===== src/rtl/fir_sample_feeder.sv =====
// FIR upstream feeder: buffers ADC samples in a small FIFO and strobes
// them to the filter one at a time, pacing on the filter's dav pulse.
`timescale 1ns/1ps
module fir_sample_feeder #(
  parameter int SampleWidth    = 8,
  parameter int FifoDepth      = 4,
  parameter int FifoAddrsWidth = 2,
  parameter int InitCycles     = 10,
  parameter int TimeoutWidth   = 6,
  parameter int TimeoutCycles  = 40
) (
  input  logic                    clk,
  input  logic                    resetN,
  input  logic [SampleWidth-1:0]  inSample,
  input  logic                    inValid,
  output logic [SampleWidth-1:0]  sample,
  output logic                    sampleClk,
  input  logic                    dav,
  output logic [FifoAddrsWidth:0] level,
  output logic                    overflow,
  output logic                    timeoutErr
);

  localparam int InitWidth = $clog2(InitCycles + 1);
  localparam int LevelWidth = FifoAddrsWidth + 1;

  typedef enum logic [1:0] {
    waitInit,
    ready,
    busy
  } state_t;

  state_t state, stateNext;

  logic [SampleWidth-1:0]    mem [FifoDepth];
  logic [FifoAddrsWidth-1:0] wrPtr, rdPtr;
  logic [InitWidth-1:0]      initCnt, initCntNext;
  logic [TimeoutWidth-1:0]   wdCnt, wdCntNext;
  logic full, empty;
  logic pop, push, drop, timeoutHit;

  assign full  = (level == LevelWidth'(FifoDepth));
  assign empty = (level == '0);

  // Pop decision uses pre-edge occupancy, so a fresh push is never bypassed.
  assign push = inValid && (!full || pop);
  assign drop = inValid && full && !pop;

  always_comb begin
    stateNext   = state;
    initCntNext = initCnt;
    wdCntNext   = wdCnt;
    pop         = 1'b0;
    timeoutHit  = 1'b0;
    unique case (state)
      waitInit: begin
        if (initCnt == InitWidth'(InitCycles - 1)) begin
          stateNext = ready;
        end else begin
          initCntNext = initCnt + 1'b1;
        end
      end
      ready: begin
        if (!empty) begin
          pop       = 1'b1;
          stateNext = busy;
        end
      end
      busy: begin
        if (dav) begin
          wdCntNext = '0;
          stateNext = ready;
        end else if (wdCnt == TimeoutWidth'(TimeoutCycles - 1)) begin
          timeoutHit = 1'b1;
          wdCntNext  = '0;
          stateNext  = ready;
        end else begin
          wdCntNext = wdCnt + 1'b1;
        end
      end
      default: stateNext = waitInit;
    endcase
  end

  always_ff @(posedge clk or negedge resetN) begin
    if (!resetN) begin
      state      <= waitInit;
      initCnt    <= '0;
      wdCnt      <= '0;
      wrPtr      <= '0;
      rdPtr      <= '0;
      level      <= '0;
      sample     <= '0;
      sampleClk  <= 1'b0;
      overflow   <= 1'b0;
      timeoutErr <= 1'b0;
    end else begin
      state     <= stateNext;
      initCnt   <= initCntNext;
      wdCnt     <= wdCntNext;
      sampleClk <= pop;
      if (push) wrPtr <= wrPtr + 1'b1;
      if (pop) begin
        rdPtr  <= rdPtr + 1'b1;
        sample <= mem[rdPtr];
      end
      unique case ({push, pop})
        2'b10:   level <= level + 1'b1;
        2'b01:   level <= level - 1'b1;
        default: level <= level;
      endcase
      if (drop) overflow <= 1'b1;
      if (timeoutHit) timeoutErr <= 1'b1;
    end
  end

  always_ff @(posedge clk) begin
    if (push) mem[wrPtr] <= inSample;
  end

endmodule


===== config.mk =====
export PLATFORM = sky130hd
export DESIGN_NAME = fir_sample_feeder
export DESIGN_NICKNAME = d
export VERILOG_FILES = /design/src/rtl/fir_sample_feeder.sv
export SDC_FILE = /design/constraint.sdc
export NUM_CORES = 1
export LEC_CHECK = 0
export ABC_CLOCK_PERIOD_IN_PS = 2000
export BUFFER_PORTS_ARGS = -buffer_cell sky130_fd_sc_hd__clkbuf_2
export CORE_MARGIN = 2
export CORE_UTILIZATION = 55
export CTS_BUF_LIST = sky130_fd_sc_hd__clkbuf_2
export DETAILED_ROUTE_END_ITERATION = 12
export GPL_TIMING_DRIVEN = 0
export PLACE_DENSITY = 0.8
export SETUP_SLACK_MARGIN = 0.3
export SYNTH_ARGS = -nofsm -noshare
export SYNTH_HDL_FRONTEND = slang
export SYNTH_SLANG_ARGS = --single-unit

===== constraint.sdc =====
create_clock -name clk -period 2 [get_ports clk]
set_input_delay 0.3 -clock clk [delete_from_list [all_inputs] [get_ports clk]]
set_output_delay 0.3 -clock clk [all_outputs]
set_load 0.01 [all_outputs]

* After elaboration in Yosys (flattened, before gate mapping) *
Memories as Yosys holds them, arrays and structs flattened. A register that Yosys moved wholly into a read port is not among the register bits.
Cells that the tools add are included.

word-level totals
  bits in registers = 22
  RAM bits = 32
  input port bits = 12
  output and inout port bits = 14
  memories kept = 1

memory list
  name  depth  width  read ports  clocked after memory_dff  write ports  line  source
  mem   4      8      1           1                         1            35    logic [SampleWidth-1:0] mem [FifoDepth];

cells by class
  add/sub/neg operators = 6
  equal/unequal tests = 10
  muxes and demuxes = 15
  bitwise gates (word level) = 1
  reduce and logical (&&, ||, !) cells = 12

operators by type and width
  cell                                              count
  two-way mux 6 bit                                 2
  two-way mux 2 bit                                 4
  two-way mux 1 bit                                 7
  adder 6 x 1 -> 6 bit, second input constant       1
  == test 6 bit, second input constant              1
  one-hot mux 2 bit (3 select lines)                1
  one-hot mux 3 bit (2 select lines)                1
  adder 2 x 1 -> 2 bit, second input constant       2
  adder 4 x 1 -> 4 bit, second input constant       1
  == test 2 x 1 -> 1 bit, second input constant     2
  == test 2 bit, second input constant              2
  == test 4 bit, second input constant              1
  != test 2 bit, second input constant              2
  adder 3 x 1 -> 3 bit, second input constant       1
  == test 3 bit, second input constant              1
  logical AND 1 bit                                 3
  logical NOT 1 bit                                 3
  logical NOT 3 bit                                 1
  != test 3 bit, second input constant              1
  AND reduction 3 bit                               1
  subtractor 3 x 1 -> 3 bit, second input constant  1
  logical NOT 2 bit                                 1
  AND reduction 2 bit                               1
  nonzero test 2 bit                                1
  other kinds (2)                                   2

* Depth between registers and ports, before layout *
  word-level depth = 7
  gate-level depth with buffers = 10
  gate-level depth less buffers = 10

* Least setup slack after synthesis *
No wires, ideal clock.

  kind = reg2reg
  start point = reg level[0]
  end point = reg level[2]
  arrival = 1.915 ns
  required time = 1.921 ns
  slack = 0.006 ns
  cell stages (with the launch flop) = 11
  path through = dfrtp_1 > nor2_1 > nand3_2 > and2_1 > inv_1 > ha_1 > inv_1 > fa_1 > xor2_1 > nor2_1 > xor2_1

on the way
  word-level cells in the longest chain between the ends = 7

ends and longest elaborated chain
  what                                                                             line  source
  start, declared                                                                  19    output logic [FifoAddrsWidth:0] level,
  start signal, assigned                                                           108   2'b10: level <= level + 1'b1;
  start signal, assigned                                                           109   2'b01: level <= level - 1'b1;
  start signal, assigned                                                           110   default: level <= level;
  logical NOT 3 bit                                                                43    assign empty = (level == '0);
  two-way mux 1 bit                                                                64    if (!empty) begin
  two-way mux 1 bit                                                                55    unique case (state)
  logical OR 1 bit                                                                 46    assign push = inValid && (!full || pop);
  logical AND 1 bit                                                                46
  == test 2 x 1 -> 1 bit / == test 2 bit (equally long branches)                   107   unique case ({push, pop})
  one-hot mux 3 bit (2 select lines) / nonzero test 2 bit (equally long branches)  -

Several ways; a longest one is shown, not always the timed one.
A chain may end at the register's enable or synchronous reset.

* Final worst setup path *
  start point = reg state[1]
  end point = reg level[2]

on the way
  word-level cells in the longest chain between the ends = 6

ends and longest elaborated chain
  what                                                                             line  source
  start, declared                                                                  33    state_t state, stateNext;
  start signal, assigned                                                           87    state <= waitInit;
  start signal, assigned                                                           98    state <= stateNext;
  == test 2 x 1 -> 1 bit (*)                                                       55
  two-way mux 1 bit (*)                                                            55
  via pop                                                                          40    logic pop, push, drop, timeoutHit;
  logical OR 1 bit                                                                 46
  logical AND 1 bit                                                                46
  == test 2 x 1 -> 1 bit / == test 2 bit (equally long branches)                   107
  one-hot mux 3 bit (2 select lines) / nonzero test 2 bit (equally long branches)  -

The timed path passes the listed nets; every way through them passes the cells marked *.

==> flow_summary.toml <==
[clock_network]
cts_sinks = 62
cts_made_buffers = 9
clk_pin_slew_ns = 0.16
insertion_delay_ns = 0.46
clock_path_buffers = 2
tritoncts = "built"
cts_root_buffer = "clkbuf_2"
htreeDepth = 3

[drt]
routed_wl_um = 4641
via_per_inst = 5.626
drt-pass1-iter-count = 4
avgRoutedWirePerCell_um = 17.00
route.detailed.drc = 0
drt_iter0_markers = 131
ant_nets = 0
vias = 1536

[logic_synthesis]
synth-seq-cells = 62
yosys-top-cells-area = "edfxtp_1, dfrtp_1, mux4_2, ha_1, mux2_2"
synth_edf_count = 32
synth_area_um2 = 2591
syn_avg_cell_area_um2 = 15.70
ys.warnings.count = 0
post-synth-top-area-fraction = 0.3708
synth_cell_types = 40
synth.area.mux_share = 0.1125
synth_top_family_by_area = "multiplexers"
synth_ff_type = "edfxtp_1"
yosysTopAreaCell = "edfxtp_1"
synth_compound_area_frac = 0.05167
synthAdderAreaFrac = 0.04635
synth_cells = 165
synth_xor_area_frac = 0.03042
yosysSeqAreaShare = 0.6606
async_reset_ff_frac = 0.4839
synth_simple_gate_area_share = 0.07098
syn_nets = 186

[timing]
final.period_utilization = 0.9410
hold_viol_final = 0
drv_slew = 0
fmax_mhz = 531.4
setup_tns_ns = 0
rsz0062_at_grt = "true"
worst_slew_pin_slew_ns = 0.7518
setup_viol = 0
skew_ns = 0.01758
period_needed_ns = 1.882
setup_slack_ns = 0.1180
slew-limit-headroom = 0.4988

[floorplanning]
io_pins = 26
initial_core_util = 0.5831
core_area_um2 = 4444
die_h_um = 72.64
num_rows = 24
dieArea_um2 = 5277
die_x_um = 72.64

[cells_and_area]
multi_input_area_um2 = 850.8
fillCellCount = 324
area_growth_pct = 17.09
ff_latch_area_um2 = 1717
antenna_cells = 0
drive_above_1_share = 0.4118
final_net_count = 237
final_cells = 273

[grt]
grt_overflow = 0
antenna_found_initial = 0
grt_pass1_wl_um = 7583
grt_start_max_net_pins = 31
grt_pass1_vias = 1670
grt_usage = 0.1984

[power]
p_per_area_nw_per_um2 = 1466
comb_power_share = 0.405
p_sw_uw = 1550
ir_drop_mv = 0.8437
intPower_uw = 2899
p_seq_frac = 0.463
power_uw = 4449
leakage_uw = 0.001258
clockPowerShare = 0.132
switching_share = 0.3484

[worst_setup_path]
start_kind = "flip-flop"
r2r_start = "state[1]"
cp_slowest_cell = "dfrtp_1"
path_delay_family = "simple AND/OR/NAND/NOR gates"
rr_worst_depth = 9
slowest_delay_ns = 0.41
cp.buffers_inverters = 2
rr_endpoint = "level[2]"
crit_required_ns = 2.38
end_kind = "flip-flop"
path_depth = 9
worst-endpoint-arrival_ns = 2.27
critPathKind = "flip-flop to flip-flop"
worstPathCellList = "nand2b_2 -> nor2_2 -> buf_6 -> ha_4 -> inv_2 -> fa_2 -> xor2_1 -> nor2_1 -> xor2_1"
cp_max_fo = 4
r2r_setup_slack_ns = 0.12
crit_path_frequent_cell = "xor2_1"

[run]
cap_violations = 0

[place]
io_buffers = 25
place_inst = 242
place.gp.congestion = 0.7423
hpwlAfterDp_um = 3087
pre_cts_slack_ns = -0.03907

[worst_hold_path]
holdCritPathClass = "input pin to flip-flop"
min_path_cells = 1
hp-start = "inSample[3]"
min_to = "mem[1][3]"

[outcome]
status = "finished clean"
synthesized netlist by cell type, types with 2 or more instances:
library cell  number
edfxtp_1          32
dfrtp_1           30
inv_1             10
ha_1               8
mux2_2             8
mux4_2             8
o21ai_0            8
nand2_1            7
nor2_1             6
xnor2_1            5
and3_1             4
xor2_1             4
a21oi_1            3
buf_6              2
nand2b_1           2
nand3_1            2
o31ai_1            2
or3_1              2
area by class of cell:
cell class	instances	share of cell area
Inverter	10	0.01320
Multi-Input combinational cell	89	0.2804
Sequential cell	62	0.5658
Clock inverter	3	0.004124
Buffer	4	0.01237
Clock buffer	13	0.02144
Tap cell	52	0.02144
Timing Repair Buffer	40	0.08124
metal layers:
metal | track usage | share of wire | vias up
li1 | - | - | 714
met1 | 0.2418 | 0.43 | 779
met2 | 0.3263 | 0.51 | 35
met3 | 0.05939 | 0.036 | 8
met4 | 0.09259 | 0.017 | 0
met5 | 0 | 0 | -
flip-flops by register name, summed over array words and instances (netlist names):
signal and flops:
level 3, wrPtr 2, sampleClk 1, state 2, overflow 1, timeoutErr 1
wdCnt 6, initCnt 4, mem 32, sample 8, rdPtr 2
cell usage in the layout, fill, tap and decap left out, types with 3 or more instances in the layout:
cell type  synthesis  routed
clkbuf_2           0      38
edfxtp_1          32      32
dfrtp_1           30      26
buf_4              1      12
inv_1             10       8
mux4_2             8       8
mux2_2             8       8
nand2_1            7       7
o21ai_0            8       7
ha_1               8       7
xnor2_1            5       5
buf_6              2       4
xor2_1             4       4
nor2_1             6       4
dfrtp_2            0       4
and3_2             0       3
a21oi_1            3       3
stage by stage:
step | hold slack, ns | utilization | cell area [µm²]
5_1_grt | 0.001417 | 0.6827 | 3034
3_5_place_dp | 0.4136 | 0.6320 | 2809
6_report | 0.05625 | 0.6827 | 3034
2_1_floorplan | 0.004409 | - | 2619
3_3_place_gp | 0.3928 | 0.6320 | 2809
4_1_cts | 0.002335 | 0.6740 | 2995
worst max-delay path by stage:
stage             start  endpoint  slack (ns)
5_1_grt        state[1]  level[2]        0.04
6_report       state[1]  level[2]        0.12
3_3_place_gp   state[1]  level[2]        0.04
3_5_place_dp   state[1]  level[2]       -0.04
4_1_cts        level[1]  level[2]        0.12
2_1_floorplan  level[0]  level[2]        0.13
power by group through the flow:
stage / Sequential, µW / Clock [µW] / Combinational, µW
final: 2060 / 587 / 1800
after global routing: 2100 / 668 / 1980
after CTS: 2040 / 608 / 1760
after detailed placement: 2090 / 0 / 1580
after global placement: 2040 / 0 / 1480
after floorplan: 2080 / 0 / 1100
cell families (layout without fill, tap and decap cells):
group,count (synthesis),after routing
AOI/OAI and AO/OA,20,20
xor gates and xnor gates,9,9
adders and majority gates,9,9
buffers and inverters,14,70
DFF,62,62
muxes,18,18
and+or+nand+nor,33,33
timing repair:
item                                    4_1_cts  5_1_grt
hold buffers                                  2        0
resized for setup                             4        8
buffers inserted                             10        3
endpoints found under the hold margin        33        0
endpoints found under the setup margin        2       12
cloned                                        0        0
pin swaps                                     5        5
No activity file was read; power rests on OpenSTA's default activity.
